### src/rtl/quadrature_paddle_decoder_pkg.sv
// Shared encodings for the paddle quadrature decoder: Gray states, step
// directions, error saturation value and the transition classifier.
package quadrature_paddle_decoder_pkg;

    localparam logic [1:0] QS_00 = 2'b00;
    localparam logic [1:0] QS_01 = 2'b01;
    localparam logic [1:0] QS_11 = 2'b11;
    localparam logic [1:0] QS_10 = 2'b10;

    localparam logic DIR_UP   = 1'b1;
    localparam logic DIR_DOWN = 1'b0;

    localparam logic [7:0] ERR_MAX = 8'd255;

    typedef enum logic [1:0] {
        MV_NONE,
        MV_UP,
        MV_DOWN,
        MV_ERR
    } move_e;

    function automatic logic [1:0] gray_next(input logic [1:0] s);
        case (s)
            QS_00:   return QS_01;
            QS_01:   return QS_11;
            QS_11:   return QS_10;
            default: return QS_00;
        endcase
    endfunction

    // {A,B} previous vs current: forward Gray step, reverse step, or both bits flipped.
    function automatic move_e classify(input logic [1:0] prev, input logic [1:0] cur);
        if (prev == cur)                 return MV_NONE;
        else if (cur == gray_next(prev)) return MV_UP;
        else if (prev == gray_next(cur)) return MV_DOWN;
        else                             return MV_ERR;
    endfunction

endpackage

### src/rtl/quadrature_paddle_decoder_filter.sv
// Per-channel input conditioning: 2-FF synchroniser followed by a stability
// counter that only accepts a level held for FILTER_LEN consecutive cycles.
module quad_input_filter #(
    parameter int FILTER_LEN = 4
) (
    input  logic clk,
    input  logic reset,
    input  logic din,
    output logic dout,
    output logic changed
);
    localparam int CW = (FILTER_LEN > 1) ? $clog2(FILTER_LEN) : 1;
    localparam logic [CW-1:0] CNT_LAST = CW'(FILTER_LEN - 1);

    logic          sync1_q, sync2_q;
    logic          filt_q, filt_d;
    logic          chg_q, chg_d;
    logic [CW-1:0] cnt_q, cnt_d;

    always_ff @(posedge clk) begin
        if (reset) begin
            sync1_q <= 1'b0;
            sync2_q <= 1'b0;
            filt_q  <= 1'b0;
            chg_q   <= 1'b0;
            cnt_q   <= '0;
        end else begin
            sync1_q <= din;
            sync2_q <= sync1_q;
            filt_q  <= filt_d;
            chg_q   <= chg_d;
            cnt_q   <= cnt_d;
        end
    end

    // Any return to the accepted level restarts the qualification count.
    always_comb begin
        filt_d = filt_q;
        cnt_d  = '0;
        chg_d  = 1'b0;
        if (sync2_q != filt_q) begin
            if (cnt_q == CNT_LAST) begin
                filt_d = sync2_q;
                chg_d  = 1'b1;
            end else begin
                cnt_d = cnt_q + 1'b1;
            end
        end
    end

    assign dout    = filt_q;
    assign changed = chg_q;

endmodule

### src/rtl/quadrature_paddle_decoder.sv
// Paddle quadrature receiver: filtered A/B decode into +/-1 steps, clamped
// live position, saturating error count and a once-per-frame position latch.
module quadrature_paddle_decoder
    import quadrature_paddle_decoder_pkg::*;
#(
    parameter int POS_WIDTH  = 10,
    parameter int POS_MIN    = 0,
    parameter int POS_MAX    = 639,
    parameter int POS_INIT   = 320,
    parameter int FILTER_LEN = 4
) (
    input  logic                 clk,
    input  logic                 reset,
    input  logic                 quad_a,
    input  logic                 quad_b,
    input  logic                 frame_tick,
    output logic [POS_WIDTH-1:0] position,
    output logic                 step_pulse,
    output logic                 step_dir,
    output logic [7:0]           err_count
);
    localparam int ARM_WAIT = FILTER_LEN + 2;
    localparam int AW       = $clog2(ARM_WAIT + 1);
    localparam logic [AW-1:0]        ARM_LAST = AW'(ARM_WAIT);
    localparam logic [POS_WIDTH-1:0] MIN_V    = POS_WIDTH'(POS_MIN);
    localparam logic [POS_WIDTH-1:0] MAX_V    = POS_WIDTH'(POS_MAX);
    localparam logic [POS_WIDTH-1:0] INIT_V   = POS_WIDTH'(POS_INIT);

    logic                 filt_a, filt_b, chg_a, chg_b;
    logic [1:0]           prev_q, prev_d;
    logic                 armed_q, armed_d;
    logic [AW-1:0]        arm_cnt_q, arm_cnt_d;
    logic [POS_WIDTH-1:0] live_q, live_d, pos_q, pos_d;
    logic                 pulse_q, pulse_d, dir_q, dir_d;
    logic [7:0]           err_q, err_d;
    move_e                mv;

    quad_input_filter #(.FILTER_LEN(FILTER_LEN)) u_filt_a (
        .clk(clk), .reset(reset), .din(quad_a), .dout(filt_a), .changed(chg_a)
    );
    quad_input_filter #(.FILTER_LEN(FILTER_LEN)) u_filt_b (
        .clk(clk), .reset(reset), .din(quad_b), .dout(filt_b), .changed(chg_b)
    );

    always_ff @(posedge clk) begin
        if (reset) begin
            prev_q    <= QS_00;
            armed_q   <= 1'b0;
            arm_cnt_q <= '0;
            live_q    <= INIT_V;
            pos_q     <= INIT_V;
            pulse_q   <= 1'b0;
            dir_q     <= DIR_DOWN;
            err_q     <= '0;
        end else begin
            prev_q    <= prev_d;
            armed_q   <= armed_d;
            arm_cnt_q <= arm_cnt_d;
            live_q    <= live_d;
            pos_q     <= pos_d;
            pulse_q   <= pulse_d;
            dir_q     <= dir_d;
            err_q     <= err_d;
        end
    end

    always_comb begin
        prev_d    = {filt_a, filt_b};
        mv        = classify(prev_q, {filt_a, filt_b});
        armed_d   = armed_q;
        arm_cnt_d = arm_cnt_q;
        live_d    = live_q;
        pulse_d   = 1'b0;
        dir_d     = dir_q;
        err_d     = err_q;
        // The change that arms the decoder is itself swallowed, so pins idling at 11 never count.
        if (!armed_q) begin
            if (chg_a || chg_b || arm_cnt_q == ARM_LAST) armed_d = 1'b1;
            else                                         arm_cnt_d = arm_cnt_q + 1'b1;
        end else begin
            case (mv)
                MV_UP: begin
                    pulse_d = 1'b1;
                    dir_d   = DIR_UP;
                    if (live_q < MAX_V) live_d = live_q + 1'b1;
                end
                MV_DOWN: begin
                    pulse_d = 1'b1;
                    dir_d   = DIR_DOWN;
                    if (live_q > MIN_V) live_d = live_q - 1'b1;
                end
                MV_ERR: begin
                    if (err_q != ERR_MAX) err_d = err_q + 1'b1;
                end
                default: ;
            endcase
        end
        pos_d = frame_tick ? live_d : pos_q;
    end

    assign position   = pos_q;
    assign step_pulse = pulse_q;
    assign step_dir   = dir_q;
    assign err_count  = err_q;

endmodule

### config.mk
export PLATFORM = sky130hd
export DESIGN_NAME = quadrature_paddle_decoder
export DESIGN_NICKNAME = d
export VERILOG_FILES = /design/src/rtl/quadrature_paddle_decoder_pkg.sv /design/src/rtl/quadrature_paddle_decoder_filter.sv /design/src/rtl/quadrature_paddle_decoder.sv
export SDC_FILE = /design/constraint.sdc
export NUM_CORES = 1
export LEC_CHECK = 0
export CORE_UTILIZATION = 56
export CTS_CLUSTER_SIZE = 28
export DETAILED_ROUTE_END_ITERATION = 8
export GPL_TIMING_DRIVEN = 0
export PLACE_DENSITY = 0.79
export SYNTH_ARGS = -nofsm -noshare
export SYNTH_HDL_FRONTEND = slang
export SYNTH_SLANG_ARGS = --single-unit
### constraint.sdc
create_clock -name clk -period 3.3 [get_ports clk]
set_clock_uncertainty 0.15 [all_clocks]
set_input_delay 0.99 -clock clk [delete_from_list [all_inputs] [get_ports clk]]
set_output_delay 0.99 -clock clk [all_outputs]
set_load 0.005 [all_outputs]
---- Word-level counts from Yosys, hierarchy flattened ----
Index checks and enable logic that the tools add are counted.
word-level totals
  logic and storage cells ................. 80
  input port bits ......................... 5
  output and inout bits ................... 20
  register bits ........................... 48
operators by class
  multiplexer cells ....................... 18
  magnitude comparators ................... 2
  add/sub/neg operators ................... 6
  equality and inequality tests ........... 16
  reductions and logical operators ........ 16
  bitwise gates (word level) .............. 4
operators with widths
  operator               number
  $mux 10                3
  $pmux 10 s2            1
  $eq 2x2->1 const B     6
  $pmux 2 s3             2
  $add 10x1->10 const B  1
  $gt 10x1->1 const B    1
  $lt 10x10->1 const B   1
  $mux 2                 5
  $sub 10x1->10 const B  1
  $add 8x1->8 const B    1
  $ne 8x8->1 const B     1
  $reduce_and 2->1       4
  $reduce_or 2->1        4
  $eq 2x1->1 const B     3
  $eq 2x2->1             3
  $mux 1                 6
  $reduce_or 3->1        2
  $add 2x1->2 const B    2
  $logic_not 2->1        2
  $not 1->1              4
  $add 3x1->3 const B    1
  $eq 3x3->1 const B     1
  $reduce_and 3->1       1
  $logic_or 1x1->1       2
  other kinds (3)        4

---- Longest topological paths before layout ----
  word-level depth ........................ 13
  depth in mapped cells ................... 12
  gate-level depth less buffers ........... 10

---- Modules after synthesis ----
From an unflattened synthesis, not the netlist that was laid out.
second synthesis, totals
  cell total of the unflattened synthesis .. 278
  area total of the unflattened synthesis .. 2451.1 sq um
by module, submodules not included
  module                     sequential area each (sq um)  area an instance (sq um)  cells each  instances
  quadrature_paddle_decoder  720.7                         2058.2                    248         1
  quad_input_filter          120.1                         196.4                     15          2

---- Worst setup path before layout ----
No wires, ideal clock.
  kind .................................... reg2reg
  start point ............................. register u_filt_a.filt_q, in the netlist u_filt_a.dout
  end point ............................... register pos_q[9], in the netlist position[9]
  period minus slack after synthesis ...... 2509 ps
  arrival time ............................ 2274 ps
  data required time ...................... 3064 ps
  path buffers ............................ 2
  setup time .............................. 86 ps
  setup slack ............................. 791 ps
  cell stages (with the launch flop) ...... 12
  cell sequence ........................... dfxtp_1 > clkbuf_1 > nor2_1 > o21ai_0 > o21ai_0 > ha_1 > and2_1 > clkbuf_1 > nand2_1 > nor3_1 > a221oi_1 > a211oi_1
between the ends
  cells in the longest elaborated chain, start to end .. 11
  elaborated cells on any way between the ends .. 16
  those cells by class .................... eq/ne: 7; mux: 8; reduce/logical: 1
RTL lines
  what                                      RTL line                                RTL
  start: declaration                        quadrature_paddle_decoder_filter.sv:16  logic filt_q, filt_d;
  start signal: assignment                  quadrature_paddle_decoder_filter.sv:30  filt_q <= filt_d;
  $eq 2x2->1 (tied with other cells)        quadrature_paddle_decoder_pkg.sv:23     case (s)
  $pmux 2 s3                                quadrature_paddle_decoder_pkg.sv:23
  $mux 2                                    quadrature_paddle_decoder_pkg.sv:34     else if (cur == gray_next(prev)) return MV_UP;
  $mux 2                                    quadrature_paddle_decoder_pkg.sv:33     if (prev == cur) return MV_NONE;
  $eq 2x2->1                                quadrature_paddle_decoder_pkg.sv:35     else if (prev == gray_next(cur)) return MV_DOWN;
  $mux 1                                    quadrature_paddle_decoder_pkg.sv:35
  $mux 2                                    quadrature_paddle_decoder_pkg.sv:34
  $mux 2 (*)                                quadrature_paddle_decoder_pkg.sv:33
  $eq 2x2->1 or $eq 2x1->1 (tied branches)  quadrature_paddle_decoder.sv:81         case (mv)
  $pmux 10 s2 (*)                           quadrature_paddle_decoder.sv:81
  $mux 10 (*)                               quadrature_paddle_decoder.sv:77         if (!armed_q) begin
  end signal: assignment                    quadrature_paddle_decoder.sv:60         pos_q <= pos_d;
  end: declaration                          quadrature_paddle_decoder.sv:33         logic [POS_WIDTH-1:0] live_q, live_d, pos_q, pos_d;
Mark *: on every way between the ends. The rest lies on a longest branch, timed or not. The select of a mux whose other input is x is not followed.
A chain may end at the register's enable or synchronous reset.

---- Final worst setup path ----
  start point ............................. register u_filt_a.filt_q, in the netlist u_filt_a.dout
  end point ............................... register pos_q[0], in the netlist position[0]
The elaborated chain is that of the path after synthesis.

==> impl_metrics.json <==
{
  "avgSynthCellArea_um2": 8.63,
  "gr-total-overflow": 0,
  "clkTransAtPathRegs_ps": 90,
  "setup_viol": 0,
  "cp-start-kind": "register",
  "tns_ps": 0,
  "synth_area_leaders": "dfxtp_1 (39%), nor2_1 (5.5%), ha_1 (5.1%)",
  "drt-wirelength-per-cell_um": 14.7,
  "path_buf_inv": 2,
  "intPower_uw": 778,
  "synth-async-reset-ratio": 0,
  "hold_slack_ps": 286,
  "drv_cap": 0,
  "cp_max_fo": 10,
  "antenna_left": 0,
  "dp.final_hpwl_mm": 3.79,
  "rsz0062_at_grt": "no",
  "total_power_uw": 1020,
  "fillCellCount": 368,
  "ys_seq_elements": 48,
  "path_delay_family": "compound AO/OA/AOI/OAI gates",
  "seq_power_share": 0.582,
  "grt_pass1_vias": 1930,
  "synth_edf_count": 0,
  "layout.cells.non_filler": 363,
  "cp.arrival_ps": 3050,
  "syn-num-nets": 297,
  "grt_max_degree": 16,
  "sw_frac_of_total": 0.239,
  "cts_hold_buf": 0,
  "post_cts_buffers": 0,
  "h-tree-depth": 2,
  "via_count": 2160,
  "power_frac_clock": 0.375,
  "dp_cells": 356,
  "synth_top_area_frac": 0.395,
  "final_area_um2": 2840,
  "initial_core_util": 0.596,
  "cts_tree": "done",
  "path_class": "reg -> reg",
  "antenna_found_initial": 0,
  "cts_root_buffer": "clkbuf_8",
  "cpMaxStageDelayCell": "a41oi_2",
  "yosys-top-cells-count": "dfxtp_1 (48), nor2_1 (36), nand2_1 (15), nor3_1 (15), inv_1 (12)",
  "maxSlewHeadroom": 0.151,
  "min_period_ps": 2960,
  "ff2ff_path_depth": 12,
  "end_kind": "register",
  "ctsResizeCount": 0,
  "num_antenna_cells": 0,
  "clock_sinks": 48,
  "clock_path_buffers": 2,
  "clk_latency_ps": 320,
  "worst-path-stages": 12,
  "p_leak_uw": 0.00103,
  "crit_end": "position[0]",
  "r2r-end": "position[0]",
  "routed_via_density": 5.95,
  "period_share": 0.896,
  "fin_nets": 327,
  "synth_area_um2": 2430,
  "cp_cell_sequence": "clkbuf_1, nor2_1, a21oi_1, nor2_1, a21oi_1, ha_1, buf_2, nand3_1, a41oi_2, a41oi_1, mux2_2, o22ai_1",
  "die_w_um": 67.9,
  "timing.fmax_mhz": 338,
  "yosysMostFrequentCell": "dfxtp_1",
  "first_pass_iters": 4,
  "synth.distinct_cells": 54,
  "worst_pin_slew_ps": 1240,
  "portBuffers": 24,
  "status": "complete, no violations",
  "placementRows": 23,
  "place.gp.congestion": 1.00,
  "design.core.area_um2": 4090,
  "grtUsageTotal": 0.261,
  "cts_buffers": 5,
  "crit_path_max_incr_delay_ps": 370,
  "syn2layout_area_growth_pct": 16.6,
  "ys.flop_type": "dfxtp_1",
  "final-hold-violation-count": 0,
  "hold_class": "reg -> reg",
  "powerDensity_nw_per_um2": 360,
  "grt_pass1_wl_mm": 8.93,
  "regToRegStartpoint": "u_filt_a.dout",
  "cp.required_ps": 3400,
  "drtIter0Drc": 142,
  "power_switching_uw": 244,
  "ys_warn_count": 0,
  "drcViolationCount": 0,
  "routed_wl_mm": 5.35,
  "synthCells": 282,
  "placed_area_um2": 2740,
  "die_h_um": 67.9,
  "critPathLaunch": "u_filt_a.dout",
  "r2r_slack_ps": 340,
  "dieArea_um2": 4620,
  "ios": 25,
  "seq_area_frac_synth": 0.395,
  "drive_above_1_share": 0.0735,
  "synth_top_cell_by_area": "dfxtp_1",
  "power_frac_comb": 0.043,
  "slew_violations": 0,
  "ir_worst_vdd_mv": 0.271
}
## cell families after synthesis
kind of cell,synth area share
adders and majority gates,0.0514
muxes,0.0380
xor gates and xnor gates,0.0360
buffers and inverters,0.0493
DFF,0.395
AOI/OAI and AO/OA,0.168
and+or+nand+nor,0.263
## state kept, by name, summed over array words and instances (netlist names), 2 cells and up
| name | cells |
|---|---|
| live_q | 10 |
| position | 10 |
| u_filt_b.cnt_q | 2 |
| err_count | 8 |
| u_filt_a.cnt_q | 2 |
| arm_cnt_q | 3 |
| prev_q | 2 |
## power by group through the flow
stage / combinational (uW) / sequential (uW) / clock [uW]
global route: 48.2 / 596 / 409
global placement: 43.2 / 608 / 0
CTS: 44.5 / 595 / 387
detailed placement: 44.2 / 609 / 0
finish: 43.7 / 595 / 383
floorplan: 27.2 / 608 / 0
## worst min path at each step
stage                                    to  depth (start not counted)               from
after floorplan           u_filt_a.cnt_q[0]                          1  u_filt_a.cnt_q[0]
after global placement    u_filt_b.cnt_q[0]                          1  u_filt_b.cnt_q[0]
after detailed placement   u_filt_b.sync2_q                          1   u_filt_b.sync1_q
after CTS                 u_filt_a.cnt_q[0]                          1  u_filt_a.cnt_q[0]
after global routing       u_filt_b.sync2_q                          1   u_filt_b.sync1_q
final                     u_filt_a.cnt_q[0]                          1  u_filt_a.cnt_q[0]
## worst register-to-register path: stages, from the launching register on
cell and delay (ps):
dfxtp_1 320, clkbuf_1 290, nor2_1 120, a21oi_1 130, nor2_1 50, a21oi_1 240, ha_1 190, buf_2 220
nand3_1 300, a41oi_2 370, a41oi_1 70, mux2_2 280, o22ai_1 160
## per-layer routing
metal / vias up / GRT usage / wire (um)
met5: - / 0 / 0
met4: 0 / 0.141 / 99
met3: 11 / 0.0417 / 374
met2: 72 / 0.387 / 2390
met1: 1000 / 0.358 / 2480
li1: 1077 / - / -
## through the flow
step / util / setup WS [ps]
3_5_place_dp: 0.670 / 292
2_1_floorplan: - / 791
3_3_place_gp: 0.670 / 340
6_report: 0.695 / 344
4_1_cts: 0.694 / 255
5_1_grt: 0.695 / 52.0
## final cells by class
class	instances	area, um2	share of cell area
Sequential cell	48	961	0.338
Inverter	12	45.0	0.0159
Buffer	15	71.3	0.0251
Timing Repair Buffer	24	240	0.0846
Multi-Input combinational cell	206	1360	0.480
Clock buffer	6	82.6	0.0291
Clock inverter	2	15.0	0.00529
Tap cell	50	62.6	0.0220
## placed cells by master (no fill, tap or decap), drive strengths merged, types with 2 or more instances in the layout
cell type and n:
a211oi 4, a21oi 9, a221o 2, a221oi 3, a31oi 2, a41oi 4
and2 5, and3 3, and4 4, buf 8, clkbuf 13, clkdlybuf4s50 24
clkinvlp 2, dfxtp 48, ha 10, inv 12, mux2 2, mux2i 7
nand2 16, nand2b 9, nand3 5, nand3b 2, nand4 3, nor2 36
nor2b 7, nor3 16, nor3b 4, nor4 3, o211ai 4, o21ai 10
o22ai 3, o31ai 2, o32ai 4, or3 2, or4b 2, xnor2 4
xor2 6
Note: power is estimated with default switching activity, not from simulation.
